--- src/rtl/cnn_pkg.sv ---
// cnn_pkg: frame geometry, state encoding and
// address helper shared by the conv sequencer.
package cnn_pkg;

    localparam int IMG_W  = 8;
    localparam int K      = 3;
    localparam int OUT_W  = IMG_W - K + 1;
    localparam int NPIX   = IMG_W * IMG_W;
    localparam int NTAP   = K * K;
    localparam int ADDR_W = $clog2(IMG_W * IMG_W);
    localparam int KW     = $clog2(K);
    localparam int PW     = $clog2(OUT_W);
    localparam int TW     = $clog2(NTAP);

    typedef enum logic [2:0] {
        ST_IDLE  = 3'd0,
        ST_LOAD  = 3'd1,
        ST_CONV  = 3'd2,
        ST_DRAIN = 3'd3,
        ST_DONE  = 3'd4
    } seq_state_t;

    function automatic logic [ADDR_W-1:0] pix_addr(
        input logic [ADDR_W-1:0] row,
        input logic [ADDR_W-1:0] col
    );
        return (row * ADDR_W'(IMG_W)) + col;
    endfunction

endpackage

--- src/rtl/conv_addr_gen.sv ---
// conv_addr_gen: kernel/position walk counters and
// the registered image-buffer read port.
module conv_addr_gen
    import cnn_pkg::*;
(
    input  logic              clk,
    input  logic              rst_n,
    input  logic              clr,
    input  logic              adv,
    output logic              last_tap,
    output logic              last_pos,
    output logic              rd_en,
    output logic [ADDR_W-1:0] rd_addr,
    output logic [TW-1:0]     rd_tap,
    output logic [PW-1:0]     rd_x,
    output logic [PW-1:0]     rd_y
);

    logic [KW-1:0]     kx;
    logic [KW-1:0]     ky;
    logic [PW-1:0]     ox;
    logic [PW-1:0]     oy;
    logic              kx_end;
    logic              ox_end;
    logic [ADDR_W-1:0] row;
    logic [ADDR_W-1:0] col;
    logic [TW-1:0]     tap;

    assign kx_end   = (kx == KW'(K - 1));
    assign last_tap = kx_end && (ky == KW'(K - 1));
    assign ox_end   = (ox == PW'(OUT_W - 1));
    assign last_pos = ox_end && (oy == PW'(OUT_W - 1));

    assign row = ADDR_W'(oy) + ADDR_W'(ky);
    assign col = ADDR_W'(ox) + ADDR_W'(kx);
    assign tap = (TW'(ky) * TW'(K)) + TW'(kx);

    // walk counters: kx fastest, then ky, ox, oy
    always_ff @(posedge clk) begin
        if (!rst_n || clr) begin
            kx <= '0;
            ky <= '0;
            ox <= '0;
            oy <= '0;
        end else if (adv) begin
            kx <= kx_end ? '0 : kx + 1'b1;
            if (kx_end) begin
                ky <= last_tap ? '0 : ky + 1'b1;
                if (last_tap) begin
                    ox <= ox_end ? '0 : ox + 1'b1;
                    if (ox_end) begin
                        oy <= last_pos ? '0 : oy + 1'b1;
                    end
                end
            end
        end
    end

    // registered read issue with its tap and position tags
    always_ff @(posedge clk) begin
        if (!rst_n || clr) begin
            rd_en   <= 1'b0;
            rd_addr <= '0;
            rd_tap  <= '0;
            rd_x    <= '0;
            rd_y    <= '0;
        end else begin
            rd_en <= adv;
            if (adv) begin
                rd_addr <= pix_addr(row, col);
                rd_tap  <= tap;
                rd_x    <= ox;
                rd_y    <= oy;
            end
        end
    end

endmodule

--- src/rtl/cnn_conv_sequencer.sv ---
// cnn_conv_sequencer: frame load, 3x3 tap walk,
// MAC control and result handshake for the conv stage.
module cnn_conv_sequencer
    import cnn_pkg::*;
(
    input  logic              clk,
    input  logic              rst_n,
    input  logic              start,
    input  logic              pix_valid,
    output logic              pix_ready,
    output logic              buf_wr_en,
    output logic [ADDR_W-1:0] buf_wr_addr,
    output logic              rd_en,
    output logic [ADDR_W-1:0] rd_addr,
    output logic              mac_en,
    output logic              mac_clr,
    output logic              mac_last,
    output logic [TW-1:0]     tap_idx,
    output logic              res_valid,
    output logic [PW-1:0]     res_x,
    output logic [PW-1:0]     res_y,
    input  logic              out_ready,
    output logic              busy,
    output logic              done
);

    seq_state_t        state;
    seq_state_t        state_n;
    logic [ADDR_W-1:0] load_cnt;
    logic              clr;
    logic              adv;
    logic              stall;
    logic              last_tap;
    logic              last_pos;
    logic [TW-1:0]     rd_tap;
    logic [PW-1:0]     rd_x;
    logic [PW-1:0]     rd_y;
    logic [PW-1:0]     mac_x;
    logic [PW-1:0]     mac_y;

    assign pix_ready   = (state == ST_LOAD);
    assign buf_wr_en   = pix_valid && pix_ready;
    assign buf_wr_addr = load_cnt;
    assign busy        = (state != ST_IDLE);
    assign done        = (state == ST_DONE);
    assign stall       = res_valid && !out_ready;

    conv_addr_gen u_addr (
        .clk      (clk),
        .rst_n    (rst_n),
        .clr      (clr),
        .adv      (adv),
        .last_tap (last_tap),
        .last_pos (last_pos),
        .rd_en    (rd_en),
        .rd_addr  (rd_addr),
        .rd_tap   (rd_tap),
        .rd_x     (rd_x),
        .rd_y     (rd_y)
    );

    // state register
    always_ff @(posedge clk) begin
        if (!rst_n) begin
            state <= ST_IDLE;
        end else begin
            state <= state_n;
        end
    end

    // next state, counter clear and tap advance
    always_comb begin
        state_n = state;
        adv     = 1'b0;
        clr     = 1'b0;
        unique case (state)
            ST_IDLE: begin
                if (start) begin
                    state_n = ST_LOAD;
                    clr     = 1'b1;
                end
            end
            ST_LOAD: begin
                if (buf_wr_en &&
                    load_cnt == ADDR_W'(NPIX - 1)) begin
                    state_n = ST_CONV;
                    adv     = 1'b1;
                end
            end
            ST_CONV: begin
                if (!stall) begin
                    adv = 1'b1;
                    if (last_tap && last_pos) begin
                        state_n = ST_DRAIN;
                    end
                end
            end
            ST_DRAIN: begin
                if (!rd_en && !mac_en &&
                    res_valid && out_ready) begin
                    state_n = ST_DONE;
                end
            end
            ST_DONE: begin
                state_n = ST_IDLE;
            end
            default: begin
                state_n = ST_IDLE;
            end
        endcase
    end

    // raster write pointer for the incoming frame
    always_ff @(posedge clk) begin
        if (!rst_n || clr) begin
            load_cnt <= '0;
        end else if (buf_wr_en) begin
            load_cnt <= load_cnt + 1'b1;
        end
    end

    // buffer-data stage: MAC controls one cycle after the read
    always_ff @(posedge clk) begin
        if (!rst_n) begin
            mac_en   <= 1'b0;
            mac_clr  <= 1'b0;
            mac_last <= 1'b0;
            tap_idx  <= '0;
            mac_x    <= '0;
            mac_y    <= '0;
        end else begin
            mac_en   <= rd_en;
            mac_clr  <= rd_en && (rd_tap == '0);
            mac_last <= rd_en && (rd_tap == TW'(NTAP - 1));
            tap_idx  <= rd_tap;
            mac_x    <= rd_x;
            mac_y    <= rd_y;
        end
    end

    // result register and downstream handshake
    always_ff @(posedge clk) begin
        if (!rst_n) begin
            res_valid <= 1'b0;
            res_x     <= '0;
            res_y     <= '0;
        end else if (mac_last) begin
            res_valid <= 1'b1;
            res_x     <= mac_x;
            res_y     <= mac_y;
        end else if (out_ready) begin
            res_valid <= 1'b0;
        end
    end

endmodule

--- config.mk ---
export PLATFORM = sky130hd
export DESIGN_NAME = cnn_conv_sequencer
export DESIGN_NICKNAME = d
export VERILOG_FILES = /design/src/rtl/cnn_pkg.sv /design/src/rtl/conv_addr_gen.sv /design/src/rtl/cnn_conv_sequencer.sv
export SDC_FILE = /design/constraint.sdc
export NUM_CORES = 1
export LEC_CHECK = 0
export ABC_AREA = 1
export BUFFER_PORTS_ARGS = -buffer_cell sky130_fd_sc_hd__buf_2
export CAP_MARGIN = 20
export CELL_PAD_IN_SITES_DETAIL_PLACEMENT = 1
export CELL_PAD_IN_SITES_GLOBAL_PLACEMENT = 1
export CORE_UTILIZATION = 47
export CTS_BUF_LIST = sky130_fd_sc_hd__clkbuf_8
export DETAILED_ROUTE_END_ITERATION = 10
export PLACE_DENSITY = 0.93
export SETUP_SLACK_MARGIN = 0.05
export SYNTH_ARGS = -nofsm -noshare
export SYNTH_HDL_FRONTEND = slang
export SYNTH_SLANG_ARGS = --single-unit
--- constraint.sdc ---
create_clock -name clk -period 3.85 [get_ports clk]
set_input_delay 0.77 -clock clk [delete_from_list [all_inputs] [get_ports clk]]
set_output_delay 0.77 -clock clk [all_outputs]
set_load 0.05 [all_outputs]
==> results.py, run 1 <==
metrics = {
    "drt": {
        "wire_per_inst_um": 13.9,
        "viasPerCell": 4.98,
        "drt-total-wl_mm": 5.88,
        "initialDrtViolationCount": 95,
        "drc": 0,
        "drtPass1Iterations": 4,
        "vias": 2101,
        "ant_nets": 0,
    },
    "grt": {
        "antenna_found_initial": 0,
        "grt_pass1_vias": 2070,
        "grt.overflow.total": 0,
        "grt_max_degree": 38,
        "grt_util_all_layers": 0.231,
        "grt_pass1_wl_mm": 9.49,
    },
    "die": {
        "row_count": 26,
        "chipWidth_um": 74.9,
        "ioPinCount": 36,
        "fp.dieArea_um2": 5610,
        "dieHeight_um": 74.9,
        "core_um2": 5110,
        "start_util": 0.489,
    },
    "clock_network": {
        "cts_buffers": 5,
        "cts_max_path_buffers": 2,
        "cts_root_buffer": "clkbuf_8",
        "path_clk_slew_ps": 110,
        "holdBufCountCts": 0,
        "post_cts_buffers": 0,
        "cts_tree": "done",
        "h-tree-depth": 2,
        "clk_latency_ps": 320,
        "cts.sinks": 56,
        "ctsResizeCount": 0,
    },
    "placement": {
        "dp_hpwl_mm": 4.32,
        "placed_area_um2": 2690,
        "place.gp.congestion": 0.813,
        "dpl_worst_slack_ps": 1320,
        "port_buffers": 35,
    },
    "logic_synthesis": {
        "synth-seq-area-share": 0.448,
        "avgSynthCellArea_um2": 7.84,
        "ys_ff_latch": 56,
        "synthCells": 319,
        "syn-num-nets": 339,
        "synth.distinct_cells": 32,
        "yosys_warnings": 0,
        "netlist_area_um2": 2500,
    },
    "power_and_ir_drop": {
        "power_mw": 1.51,
        "p_leak_nw": 1.43,
        "ir_drop_mv": 0.222,
        "power_density_nw_per_um2": 543,
    },
    "hold_path": {
        "hold_start": "u_addr.rd_y[1]$_SDFFE_PP0P_",
        "hold_class": "flip-flop to flip-flop",
    },
    "cells_and_area": {
        "antennaDiodeCount": 0,
        "fin_area_um2": 2790,
        "drive_gt1_frac": 0.165,
        "layout_commonest_cell": "nor2_1",
        "nets": 371,
        "syn_to_final_growth_pct": 11.4,
        "mostFrequentLayoutCells": "nor2_1, dfxtp_1, nand2_1, inv_1, buf_2",
    },
    "sta": {
        "fmax_mhz": 419,
        "hold_viol_final": 0,
        "setup_ws_ps": 1470,
        "finalHoldWorstSlack_ps": 436,
        "slew_violations": 0,
        "setup-tns-final_ps": 0,
        "setup_viol": 0,
        "rsz0062_at_grt": "no",
        "worstMarginPinSlew_ps": 819,
        "finalCriticalPeriod_ps": 2380,
        "max-slew-margin-rel": 0.451,
        "fin_crit_sh": 0.619,
        "skew_ps": 9.74,
    },
    "setup_path": {
        "crit_path_end_kind": "flip-flop",
        "critPathLaunch": "state[2]$_SDFFE_PN0P_",
        "r2r_start": "state[2]$_SDFFE_PN0P_",
        "cp.arrival_ps": 2580,
        "worstPathCellList": "nor2_1, nand2_1, o21ai_1, inv_1, o21ai_0, a21oi_1",
        "crit_type": "flip-flop to flip-flop",
        "crit_path_max_fanout": 23,
        "critPathLaunchType": "flip-flop",
        "critPathMaxStageDelay_ps": 660,
        "required_ps": 4050,
        "cp_slowest_cell": "o21ai_1",
    },
    "outcome": {
        "outcome": "completed",
    },
    "run": {
        "drv_cap": 0,
    },
}
==> per-stage QoR <==
stage,std cells,utilization
3_5_place_dp,414,0.527
6_report,422,0.545
5_1_grt,422,0.545
3_3_place_gp,414,0.527
2_1_floorplan,319,-
4_1_cts,422,0.545
==> sequential cells by signal, indices dropped and copies added, names as in the netlist <==
signal and count:
buf_wr_addr 6, mac_clr 1, mac_en 1, mac_last 1, mac_x 3, mac_y 3, res_valid 1, res_x 3
res_y 3, state 3, tap_idx 4, u_addr.kx 2, u_addr.ky 2, u_addr.ox 3, u_addr.oy 3, u_addr.rd_addr 6
u_addr.rd_en 1, u_addr.rd_tap 4, u_addr.rd_x 3, u_addr.rd_y 3
==> metal layers <==
layer	up-vias	GRT usage	wire length [µm]
met3	8	0.0469	180
met5	-	0	0
met2	36	0.426	3020
met1	997	0.262	2600
met4	0	0.0860	80
li1	1060	-	-
==> report_power, final <==
| part | switching, mW | internal (mW) |
|---|---|---|
| clock | 0.199 | 0.131 |
| combinational | 0.363 | 0.108 |
| sequential | 0.0564 | 0.655 |
| total | 0.618 | 0.893 |
==> cells in the mapped netlist <==
library cell	n	area, µm²
xnor2_1	2	17.5
o21ai_0	26	130
o21ai_1	1	5.00
xor2_1	3	26.3
nand3_1	11	55.1
nand2_1	51	191
nand2_2	3	18.8
or2_2	1	6.26
nor3b_1	2	15.0
nand2_4	2	22.5
o21bai_2	1	11.3
nor2_4	1	11.3
inv_1	44	165
dfxtp_1	56	1120
nand3_2	2	20.0
clkbuf_2	2	10.0
fa_1	4	80.1
buf_6	3	33.8
nor3_1	1	5.00
nor2_2	1	6.26
buf_4	1	7.51
buf_2	2	10.0
nor3_2	2	20.0
nand4_1	4	25.0
a211oi_2	1	12.5
a21oi_1	18	90.1
inv_2	1	3.75
clkbuf_1	2	7.51
o21a_1	1	7.51
nor4_1	2	12.5
nor2_1	57	214
ha_1	11	138
==> cells by family (layout without fill, tap and decap cells) <==
family,after synthesis,after routing,share of synthesized area
buffers and inverters,55,88,0.0951
AOI/OAI and AO/OA,48,48,0.103
and+or+nand+nor,140,140,0.249
xor gates and xnor gates,5,5,0.0175
adders and majority gates,15,15,0.0871
DFF,56,56,0.448
==> area by class of cell <==
class / instances / area [µm²]
tap: 70 / 87.6
fill: 655 / 2320
clock inverter: 3 / 22.5
sequential: 56 / 1120
multi-input combinational: 208 / 1140
clock buffer: 5 / 68.8
timing repair buffer: 35 / 175
inverter: 45 / 169
==> path summary, 6_finish.rpt <==
path	endpoint	slack, ps	cells past startpoint
worst min register to register	mac_y[1]$_SDFF_PN0_	440	2
worst max register to register	u_addr.rd_y[0]$_SDFFE_PP0P_	1470	6
worst max-delay path	u_addr.rd_y[0]$_SDFFE_PP0P_	1470	6
worst min-delay path	mac_y[1]$_SDFF_PN0_	440	2
==> critical path: cells and delay by family, from the launching register on <==
kind | cells | cell delay (ps)
AOI/OAI and AO/OA | 3 | 980
buffers and inverters | 1 | 550
DFF | 1 | 370
and+or+nand+nor | 2 | 370
Note: power is estimated with default switching activity, not from simulation.
==> inputs of run 2 (changes only) <==
--- a/config.mk
+++ b/config.mk
@@ -5,15 +5,15 @@
 export SDC_FILE = /design/constraint.sdc
 export NUM_CORES = 1
 export LEC_CHECK = 0
-export ABC_AREA = 1
+export ABC_AREA = 0
 export BUFFER_PORTS_ARGS = -buffer_cell sky130_fd_sc_hd__buf_2
 export CAP_MARGIN = 20
 export CELL_PAD_IN_SITES_DETAIL_PLACEMENT = 1
 export CELL_PAD_IN_SITES_GLOBAL_PLACEMENT = 1
-export CORE_UTILIZATION = 47
+export CORE_UTILIZATION = 41
 export CTS_BUF_LIST = sky130_fd_sc_hd__clkbuf_8
 export DETAILED_ROUTE_END_ITERATION = 10
-export PLACE_DENSITY = 0.93
+export PLACE_DENSITY = 0.84
 export SETUP_SLACK_MARGIN = 0.05
 export SYNTH_ARGS = -nofsm -noshare
 export SYNTH_HDL_FRONTEND = slang
==> constraint.sdc (replaced) <==
create_clock -name clk -period 1.95 [get_ports clk]
set_input_delay 0.39 -clock clk [delete_from_list [all_inputs] [get_ports clk]]
set_output_delay 0.39 -clock clk [all_outputs]
set_load 0.05 [all_outputs]
==> run 2 against run 1 <==
Die area increased by 14%; final cell count decreased by 8.5%; cell area increased by 6.0%; clock skew decreased by 2.8 ps; core utilization decreased by 4.4 points; via count increased by 0.33%; global-route usage decreased by 3.2 points; clock-buffer cell count unchanged; combinational power decreased by 83%; clock power increased by 94%; largest cell class unchanged; largest power group unchanged.
==> results.py, run 2 <==
metrics = {
    "grt": {
        "grt_max_degree": 32,
        "antenna_found_initial": 0,
        "grt.overflow.total": 0,
        "grt_pass1_wl_mm": 9.81,
        "grt_pass1_vias": 2046,
        "grt_util_all_layers": 0.199,
    },
    "drt": {
        "vias": 2108,
        "drt-total-wl_mm": 6.09,
        "drtPass1Iterations": 4,
        "initialDrtViolationCount": 66,
        "drc": 0,
        "viasPerCell": 5.46,
        "wire_per_inst_um": 15.8,
        "ant_nets": 0,
    },
    "logic_synthesis": {
        "synth_area_leaders": "dfxtp_1, ha_1, a21oi_1",
        "yosys_warnings": 0,
        "synth.distinct_cells": 41,
        "avgSynthCellArea_um2": 9.42,
        "ys_ff_latch": 56,
        "synthCells": 265,
        "synth.most_common_cell": "dfxtp_1",
        "dominantRegCellSynth": "dfxtp_1",
        "yosys.area.top_type": "dfxtp_1",
        "synth-seq-area-share": 0.449,
        "netlist_area_um2": 2500,
        "synth_common_cells": "dfxtp_1, a21oi_1, nand3_1",
        "syn-num-nets": 285,
        "synth-edff-count": 0,
        "synth_async_sr_flop_share": 0,
        "synth_top_area_frac": 0.449,
    },
    "cells_and_area": {
        "mostFrequentLayoutCells": "dfxtp_1, buf_2, a21oi_1, nand3_1, buf_4",
        "drive_gt1_frac": 0.232,
        "antennaDiodeCount": 0,
        "nFillCells": 700,
        "layout_commonest_cell": "dfxtp_1",
        "nets": 330,
        "syn_to_final_growth_pct": 18.3,
    },
    "setup_path": {
        "cp.arrival_ps": 2100,
        "critPathLaunchType": "flip-flop",
        "crit_path_end_kind": "flip-flop",
        "crit_path_max_fanout": 2,
        "crit_type": "flip-flop to flip-flop",
        "required_ps": 2210,
    },
    "sta": {
        "setup-tns-final_ps": 0,
        "max-slew-margin-rel": 0.726,
        "hold_viol_final": 0,
        "finalCriticalPeriod_ps": 1840,
        "slew_violations": 0,
        "worstMarginPinSlew_ps": 411,
        "setup_viol": 0,
        "rsz0062_at_grt": "yes",
        "fmax_mhz": 543,
        "setup_ws_ps": 108,
        "fin_crit_sh": 0.945,
        "skew_ps": 6.95,
    },
    "die": {
        "core_um2": 5890,
        "dieHeight_um": 80.0,
        "row_count": 28,
        "start_util": 0.424,
        "ioPinCount": 36,
        "chipWidth_um": 80.0,
        "fp.dieArea_um2": 6400,
    },
    "outcome": {
        "outcome": "completed",
    },
    "clock_network": {
        "cts_buffers": 5,
        "h-tree-depth": 2,
        "clk_latency_ps": 310,
        "cts_root_buffer": "clkbuf_8",
        "cts.sinks": 56,
        "cts_tree": "done",
        "cts_max_path_buffers": 2,
        "path_clk_slew_ps": 100,
    },
    "run": {
        "drv_cap": 0,
    },
    "placement": {
        "port_buffers": 35,
        "dp_hpwl_mm": 4.25,
        "place.gp.congestion": 0.827,
        "dpl_worst_slack_ps": 23.2,
    },
    "power_and_ir_drop": {
        "power_density_nw_per_um2": 634,
        "p_sw_uw": 450,
        "p_leak_nw": 1.20,
        "internal_power_mw": 1.42,
        "power_frac_seq": 0.614,
        "combPwrFrac": 0.044,
        "swShare": 0.240,
        "ir_drop_mv": 0.357,
        "p_clk_frac": 0.342,
    },
    "hold_path": {
        "hold_class": "input pin to flip-flop",
    },
}
[run 2: cell count changes in the layout (fill, tap and decap cells not counted), sizes merged, moves of 3 or more]
cell,delta
nor2,-46
buf,+20
o21ai,-6
a21oi,+9
and3,+3
nand2,-45
mux2i,+11
inv,-40
nand3,+9
and2,+11
or3,+5
nor2b,+11
[run 2: final cells by class]
| type | count | area (µm²) | share of cell area |
|---|---|---|---|
| Clock buffer | 5 | 68.8 | 0.0233 |
| Clock inverter | 3 | 20.0 | 0.00678 |
| Inverter | 5 | 18.8 | 0.00636 |
| Multi-Input combinational cell | 187 | 1280 | 0.435 |
| Sequential cell | 56 | 1130 | 0.382 |
| Tap cell | 75 | 93.8 | 0.0318 |
| Timing Repair Buffer | 55 | 340 | 0.115 |
[run 2: per-layer routing]
layer,up-vias,wire length (µm),GRT usage
met5,-,0,0
met1,1057,2670,0.234
met3,6,124,0.0309
met2,30,3220,0.368
met4,0,71,0.0589
li1,1015,-,-
[run 2: kinds of logic (layout without fill, tap and decap cells)]
family	count (synthesis)	count (layout)	synth area share
AND/OR/NAND/NOR	96	96	0.216
AO/OA/AOI/OAI	57	57	0.129
flip-flops	56	56	0.449
buffers and inverters	22	68	0.0461
adder cells (fa/ha/maj)	15	15	0.0872
multiplexers	11	11	0.0441
XOR/XNOR	8	8	0.0281
[run 2: path summary, 6_finish.rpt]
kind / start / to / slack [ps] / depth (start not counted)
setup / recovery: u_addr.oy[0]$_SDFFE_PP0P_ / u_addr.rd_addr[5]$_SDFFE_PP0P_ / 110 / 7
hold / removal: out_ready / res_valid$_SDFFE_PN0P_ / 450 / 3
setup reg to reg: u_addr.oy[0]$_SDFFE_PP0P_ / u_addr.rd_addr[5]$_SDFFE_PP0P_ / 110 / 7
hold reg to reg: u_addr.rd_tap[3]$_SDFFE_PP0P_ / mac_clr$_SDFF_PN0_ / 460 / 1
[run 2: critical path, stage by stage, from the launching register on]
cell,delay [ps]
dfxtp_1,350
ha_1,220
fa_1,460
ha_2,220
xnor2_2,150
xnor2_1,140
o21ai_0,100
a21oi_1,140
[run 2: per-stage QoR]
step	total power, mW	instance area [µm²]	std cells	utilization	hold slack [ps]
floorplan	1.24	2500	265	-	422
global placement	1.25	2810	374	0.477	438
detailed placement	1.26	2810	374	0.477	448
CTS	1.89	2910	382	0.494	442
global route	1.93	2950	386	0.502	446
finish	1.87	2950	386	0.502	451
[run 2: power by group through the flow]
stage | Combinational (mW) | Clock, mW | Sequential (mW)
floorplan | 0.0558 | 0 | 1.18
CTS | 0.0819 | 0.654 | 1.15
finish | 0.0821 | 0.641 | 1.15
global route | 0.0876 | 0.688 | 1.15
global placement | 0.0781 | 0 | 1.18
detailed placement | 0.0809 | 0 | 1.18
[run 2: repair_timing]
action	4_1_cts	5_1_grt
hold buffers	0	0
endpoints found under the setup margin	3	4
buffers inserted	0	4
pin swaps	0	3
hold endpoints to repair	0	0
resized for setup	4	5
